==> src/rtl/fixed_to_float_seq.sv <==
// rtl/fixed_to_float_seq.sv - sequential fixed-point to IEEE-754 single converter
// One word in flight: capture, normalise one shift per cycle, round to nearest-even, pack.
module fixed_to_float_seq #(
   parameter int WIDTH     = 22,
   parameter int FRAC_BITS = 21,
   parameter int SIGNED    = 0
) (
   input  logic             clk,
   input  logic             rst_n,
   input  logic             in_valid,
   output logic             in_ready,
   input  logic [WIDTH-1:0] in_data,
   output logic             out_valid,
   input  logic             out_ready,
   output logic [31:0]      out_data
);

   // Exponent is kept wider than 8 bits so the intermediate arithmetic never wraps.
   localparam int EW = 10;
   localparam logic [EW-1:0] EXP_INIT = EW'(127 + WIDTH - 1 - FRAC_BITS);
   // Fraction is left-aligned into at least 25 bits: 23 kept, guard, one sticky position.
   localparam int EXT   = (WIDTH - 1 > 25) ? WIDTH - 1 : 25;
   localparam int AL_SH = EXT - (WIDTH - 1);

   typedef enum logic [1:0] {
      S_IDLE,
      S_NORM,
      S_ROUND,
      S_DONE
   } state_t;

   state_t           r_state;
   logic             r_sign;
   logic [WIDTH-1:0] r_mag;
   logic [EW-1:0]    r_exp;
   logic             r_in_ready;
   logic             r_out_valid;
   logic [31:0]      r_out_data;

   logic             w_sign_in;
   logic [WIDTH-1:0] w_mag_in;
   logic [EXT-1:0]   w_frac_lo;
   logic [EXT-1:0]   w_frac_al;
   logic [22:0]      w_mant_t;
   logic             w_guard;
   logic             w_sticky;
   logic             w_rnd_up;
   logic [23:0]      w_mant_sum;
   logic [EW-1:0]    w_exp_fin;
   logic             w_unused;

   // Sign and magnitude of the incoming word; the most-negative value maps to 2^(WIDTH-1).
   assign w_sign_in = (SIGNED != 0) && in_data[WIDTH-1];
   assign w_mag_in  = w_sign_in ? -in_data : in_data;

   // Round-to-nearest-even on the normalised magnitude; implicit leading one is dropped.
   always_comb begin
      w_frac_lo  = EXT'(r_mag[WIDTH-2:0]);
      w_frac_al  = w_frac_lo << AL_SH;
      w_mant_t   = w_frac_al[EXT-1 -: 23];
      w_guard    = w_frac_al[EXT-24];
      w_sticky   = |w_frac_al[EXT-25:0];
      w_rnd_up   = w_guard & (w_sticky | w_mant_t[0]);
      w_mant_sum = {1'b0, w_mant_t} + {23'b0, w_rnd_up};
      // A carry out of the mantissa leaves it all-zero and bumps the exponent.
      w_exp_fin  = r_exp + (w_mant_sum[23] ? EW'(1) : EW'(0));
   end

   // Upper exponent bits only guard against wrap; they never reach the packed result.
   assign w_unused = ^w_exp_fin[EW-1:8];

   // Control FSM with registered handshake outputs and result.
   always_ff @(posedge clk) begin
      if (!rst_n) begin
         r_state     <= S_IDLE;
         r_sign      <= 1'b0;
         r_mag       <= '0;
         r_exp       <= '0;
         r_in_ready  <= 1'b1;
         r_out_valid <= 1'b0;
         r_out_data  <= '0;
      end else begin
         case (r_state)
            S_IDLE: begin
               if (in_valid) begin
                  r_sign     <= w_sign_in;
                  r_mag      <= w_mag_in;
                  r_exp      <= EXP_INIT;
                  r_in_ready <= 1'b0;
                  if (w_mag_in == '0) begin
                     // Zero always packs as +0, whatever the input sign.
                     r_out_data  <= '0;
                     r_out_valid <= 1'b1;
                     r_state     <= S_DONE;
                  end else begin
                     r_state <= S_NORM;
                  end
               end
            end
            S_NORM: begin
               if (r_mag[WIDTH-1]) begin
                  r_state <= S_ROUND;
               end else begin
                  r_mag <= r_mag << 1;
                  r_exp <= r_exp - EW'(1);
               end
            end
            S_ROUND: begin
               r_out_data  <= {r_sign, w_exp_fin[7:0], w_mant_sum[22:0]};
               r_out_valid <= 1'b1;
               r_state     <= S_DONE;
            end
            S_DONE: begin
               if (out_ready) begin
                  r_out_valid <= 1'b0;
                  r_in_ready  <= 1'b1;
                  r_state     <= S_IDLE;
               end
            end
            default: begin
               r_state     <= S_IDLE;
               r_in_ready  <= 1'b1;
               r_out_valid <= 1'b0;
            end
         endcase
      end
   end

   assign in_ready  = r_in_ready;
   assign out_valid = r_out_valid;
   assign out_data  = r_out_data;

endmodule

==> config.mk <==
export PLATFORM = sky130hd
export DESIGN_NAME = fixed_to_float_seq
export DESIGN_NICKNAME = d
export VERILOG_FILES = /design/src/rtl/fixed_to_float_seq.sv
export SDC_FILE = /design/constraint.sdc
export NUM_CORES = 1
export LEC_CHECK = 0
export CORE_MARGIN = 2
export CORE_UTILIZATION = 54
export DETAILED_ROUTE_END_ITERATION = 10
export PLACE_DENSITY = 0.8
export REMOVE_ABC_BUFFERS = 1
export SYNTH_ARGS = -nofsm -noshare
export SYNTH_HDL_FRONTEND = slang
export SYNTH_SLANG_ARGS = --single-unit
==> constraint.sdc <==
create_clock -name clk -period 5.2 [get_ports clk]
set_input_delay 1.04 -clock clk [delete_from_list [all_inputs] [get_ports clk]]
set_output_delay 1.04 -clock clk [all_outputs]
set_load 0.01 [all_outputs]
==> impl_metrics.ini <==
[critical_path]
cp_cell_sequence = clkdlybuf4s50_1 > nor4_1 > nand3_1 > or2_1 > o21ai_2 > buf_4 > o22ai_1
cp.arrival_ns = 3.26
crit_family = simple AND/OR/NAND/NOR gates
path_buf_inv = 2
max_stage_delay_ns = 0.53
end_kind = register
crit_path_max_fanout = 16
crit_slowest_cell = o21ai_2
path_class = input port to register
critPathRequiredTime_ns = 5.36
startpoint_type = input port

[route]
dr.pass1.iters = 4
dr.first_iter.drc_count = 183
routed_wl_microns = 6810
routed_via_density = 5.71
ant_nets = 0
drc_errors = 0
wl_per_cell_microns = 15.0
vias = 2587

[yosys]
synth-main-ff-cell = dfxtp_1
ys_ff_latch = 63
ys_seq_area_frac = 0.445
yosysWarnings = 0
synthCells = 339
synth_edf_count = 0
synth_cell_type_count = 40
avgSynthCellArea_sq_um = 8.37
async_reset_ff_frac = 0
syn-cell-area_sq_um = 2840

[die]
die_area_sq_um = 5850
die_h_microns = 76.5
num_rows = 26
die_x_microns = 76.5
io_pins = 60
start_util = 0.559
core_area_sq_um = 5070

[place]
place_congestion = 0.802
dpl_cell_area_sq_um = 3380
pre_cts_slack_ns = 1.74
port_buffers = 56
dp_hpwl_microns = 4260

[sta]
worst_slack_ns = 2.10
fin_crit_sh = 0.596
maxSlewViolCount = 0
worstMarginPinSlew_ns = 1.12
setup_viol = 0
rsz0062_at_grt = false
slew_headroom = 0.248
timing.fmax_mhz = 323
finalSetupTns_ns = 0
period_minus_slack_ns = 3.10
hold_viol_final = 0
skew_ns = 0.00581

[pwr]
power_frac_clock = 0.199
p_leak_nw = 1.26
switching_share = 0.382
irDropWorstVdd_mv = 0.278
p_switching_mw = 0.671
power-per-cell-area_nw_per_um2 = 498
internal_power_mw = 1.09
finalPower_mw = 1.76
pwr-share-seq = 0.426
share_comb_of_total_power = 0.375

[final_layout]
antenna_cells = 0
postLayoutCoreUtil = 0.696
areaGrowthSynthToFinish_pct = 24.6
fill_cells = 434
drive_gt1_frac = 0.0548
nNetsFinal = 413
final_area_sq_um = 3530
layout_commonest_cell = dfxtp_1
final_cell_mix = dfxtp_1 (63), nand2_1 (61), clkdlybuf4s50_1 (55)

[global_routing]
grt_pass1_wl_microns = 11400
grt_pass1_vias = 2435
antenna_found_initial = 0
grt_max_degree = 67
grt_usage = 0.245
overflow = 0

[cts]
tritoncts = done
clock-sinks = 63
numCtsBuffers = 9
post_cts_buffers = 0
ctsResizeCount = 0
cts_buffer_depth = 2
clock_latency_ns = 0.33
cts-root-buf = clkbuf_8
cts.clk_slew.worst_paths_ns = 0.06
postCtsHoldBufs = 0
htreeDepth = 3

[worst_hold_path]
hp-class = register to register

[outcome]
status = complete, no violations

[job]
maxCapViolCount = 0
[synthesized netlist by cell type, drive strengths merged, types with 2 or more instances]
cell type / number / area (sq um)
ha: 6 / 75.1
a21o: 2 / 15.0
o32ai: 2 / 17.5
a221oi: 2 / 17.5
nand2b: 2 / 12.5
nand2: 61 / 229
a21oi: 3 / 15.0
o21ai: 26 / 130
nor3b: 21 / 158
nor3: 2 / 15.0
a211oi: 2 / 15.0
clkbuf: 20 / 75.1
nor2: 28 / 105
buf: 10 / 56.3
o21a: 6 / 45.0
inv: 7 / 26.3
a211o: 20 / 175
xor2: 4 / 35.0
dfxtp: 63 / 1260
xnor2: 2 / 17.5
nor4: 8 / 62.6
nand3: 3 / 15.0
mux2i: 2 / 20.0
o22ai: 27 / 169
[worst paths after layout]
| check | to | cells past startpoint | from | slack, ns |
|---|---|---|---|---|
| setup / recovery | out_data[17]$_SDFFE_PN0P_ | 7 | in_data[19] | 2.10 |
| hold / removal | out_data[26]$_SDFFE_PN0P_ | 2 | out_data[26]$_SDFFE_PN0P_ | 0.46 |
| setup reg to reg | r_state[1]$_SDFFE_PN0P_ | 7 | r_state[1]$_SDFFE_PN0P_ | 2.49 |
| hold reg to reg | out_data[26]$_SDFFE_PN0P_ | 2 | out_data[26]$_SDFFE_PN0P_ | 0.46 |
[tightest hold or removal path: cells and delay by family (launching register included)]
family	cells	cell delay, ns
AND/OR/NAND/NOR	1	0.05
flip-flops	1	0.31
AO/OA/AOI/OAI	1	0.06
[stage by stage]
| step | hold slack (ns) | cells |
|---|---|---|
| 2_1_floorplan | 0.451 | 311 |
| 3_3_place_gp | 0.454 | 440 |
| 3_5_place_dp | 0.457 | 440 |
| 4_1_cts | 0.466 | 453 |
| 5_1_grt | 0.489 | 453 |
| 6_report | 0.462 | 453 |
[registers in the layout, summed over array words and instances, names as in the netlist]
register   cells
r_mag         22
r_exp          8
out_valid      1
out_data      29
r_state        2
in_ready       1
[cell type report]
| cell class | count | area (sq um) | area share |
|---|---|---|---|
| clock inverters | 2 | 10.0 | 0.00283 |
| multi-input cells | 240 | 1430 | 0.403 |
| repair buffers | 59 | 578 | 0.164 |
| inverters | 8 | 30.0 | 0.00850 |
| flip-flops and latches | 63 | 1260 | 0.357 |
| clock buffers | 11 | 141 | 0.0400 |
| well taps | 70 | 87.6 | 0.0248 |
[power by group through the flow]
| stage | Sequential [mW] | Combinational, mW | Clock, mW |
|---|---|---|---|
| finish | 0.750 | 0.659 | 0.350 |
| global route | 0.770 | 0.745 | 0.368 |
| detailed placement | 0.755 | 0.655 | 0 |
| CTS | 0.747 | 0.660 | 0.354 |
| floorplan | 0.727 | 0.453 | 0 |
| global placement | 0.750 | 0.638 | 0 |
[per-layer routing]
layer,global-route usage,vias up,wire [microns]
li1,-,1276,-
met1,0.313,1215,3060
met2,0.402,86,3240
met3,0.0403,10,392
met4,0.120,0,114
met5,0,-,0
[cells by family after synthesis]
logic type,count (synthesis),synth area share
AO/OA/AOI/OAI,96,0.230
XOR/XNOR,6,0.0185
adder cells (fa/ha/maj),6,0.0265
buffers and inverters,38,0.0569
flip-flops,63,0.445
multiplexers,2,0.00706
other,1,0.00132
AND/OR/NAND/NOR,127,0.215
Power figures use the tool's default switching activity.
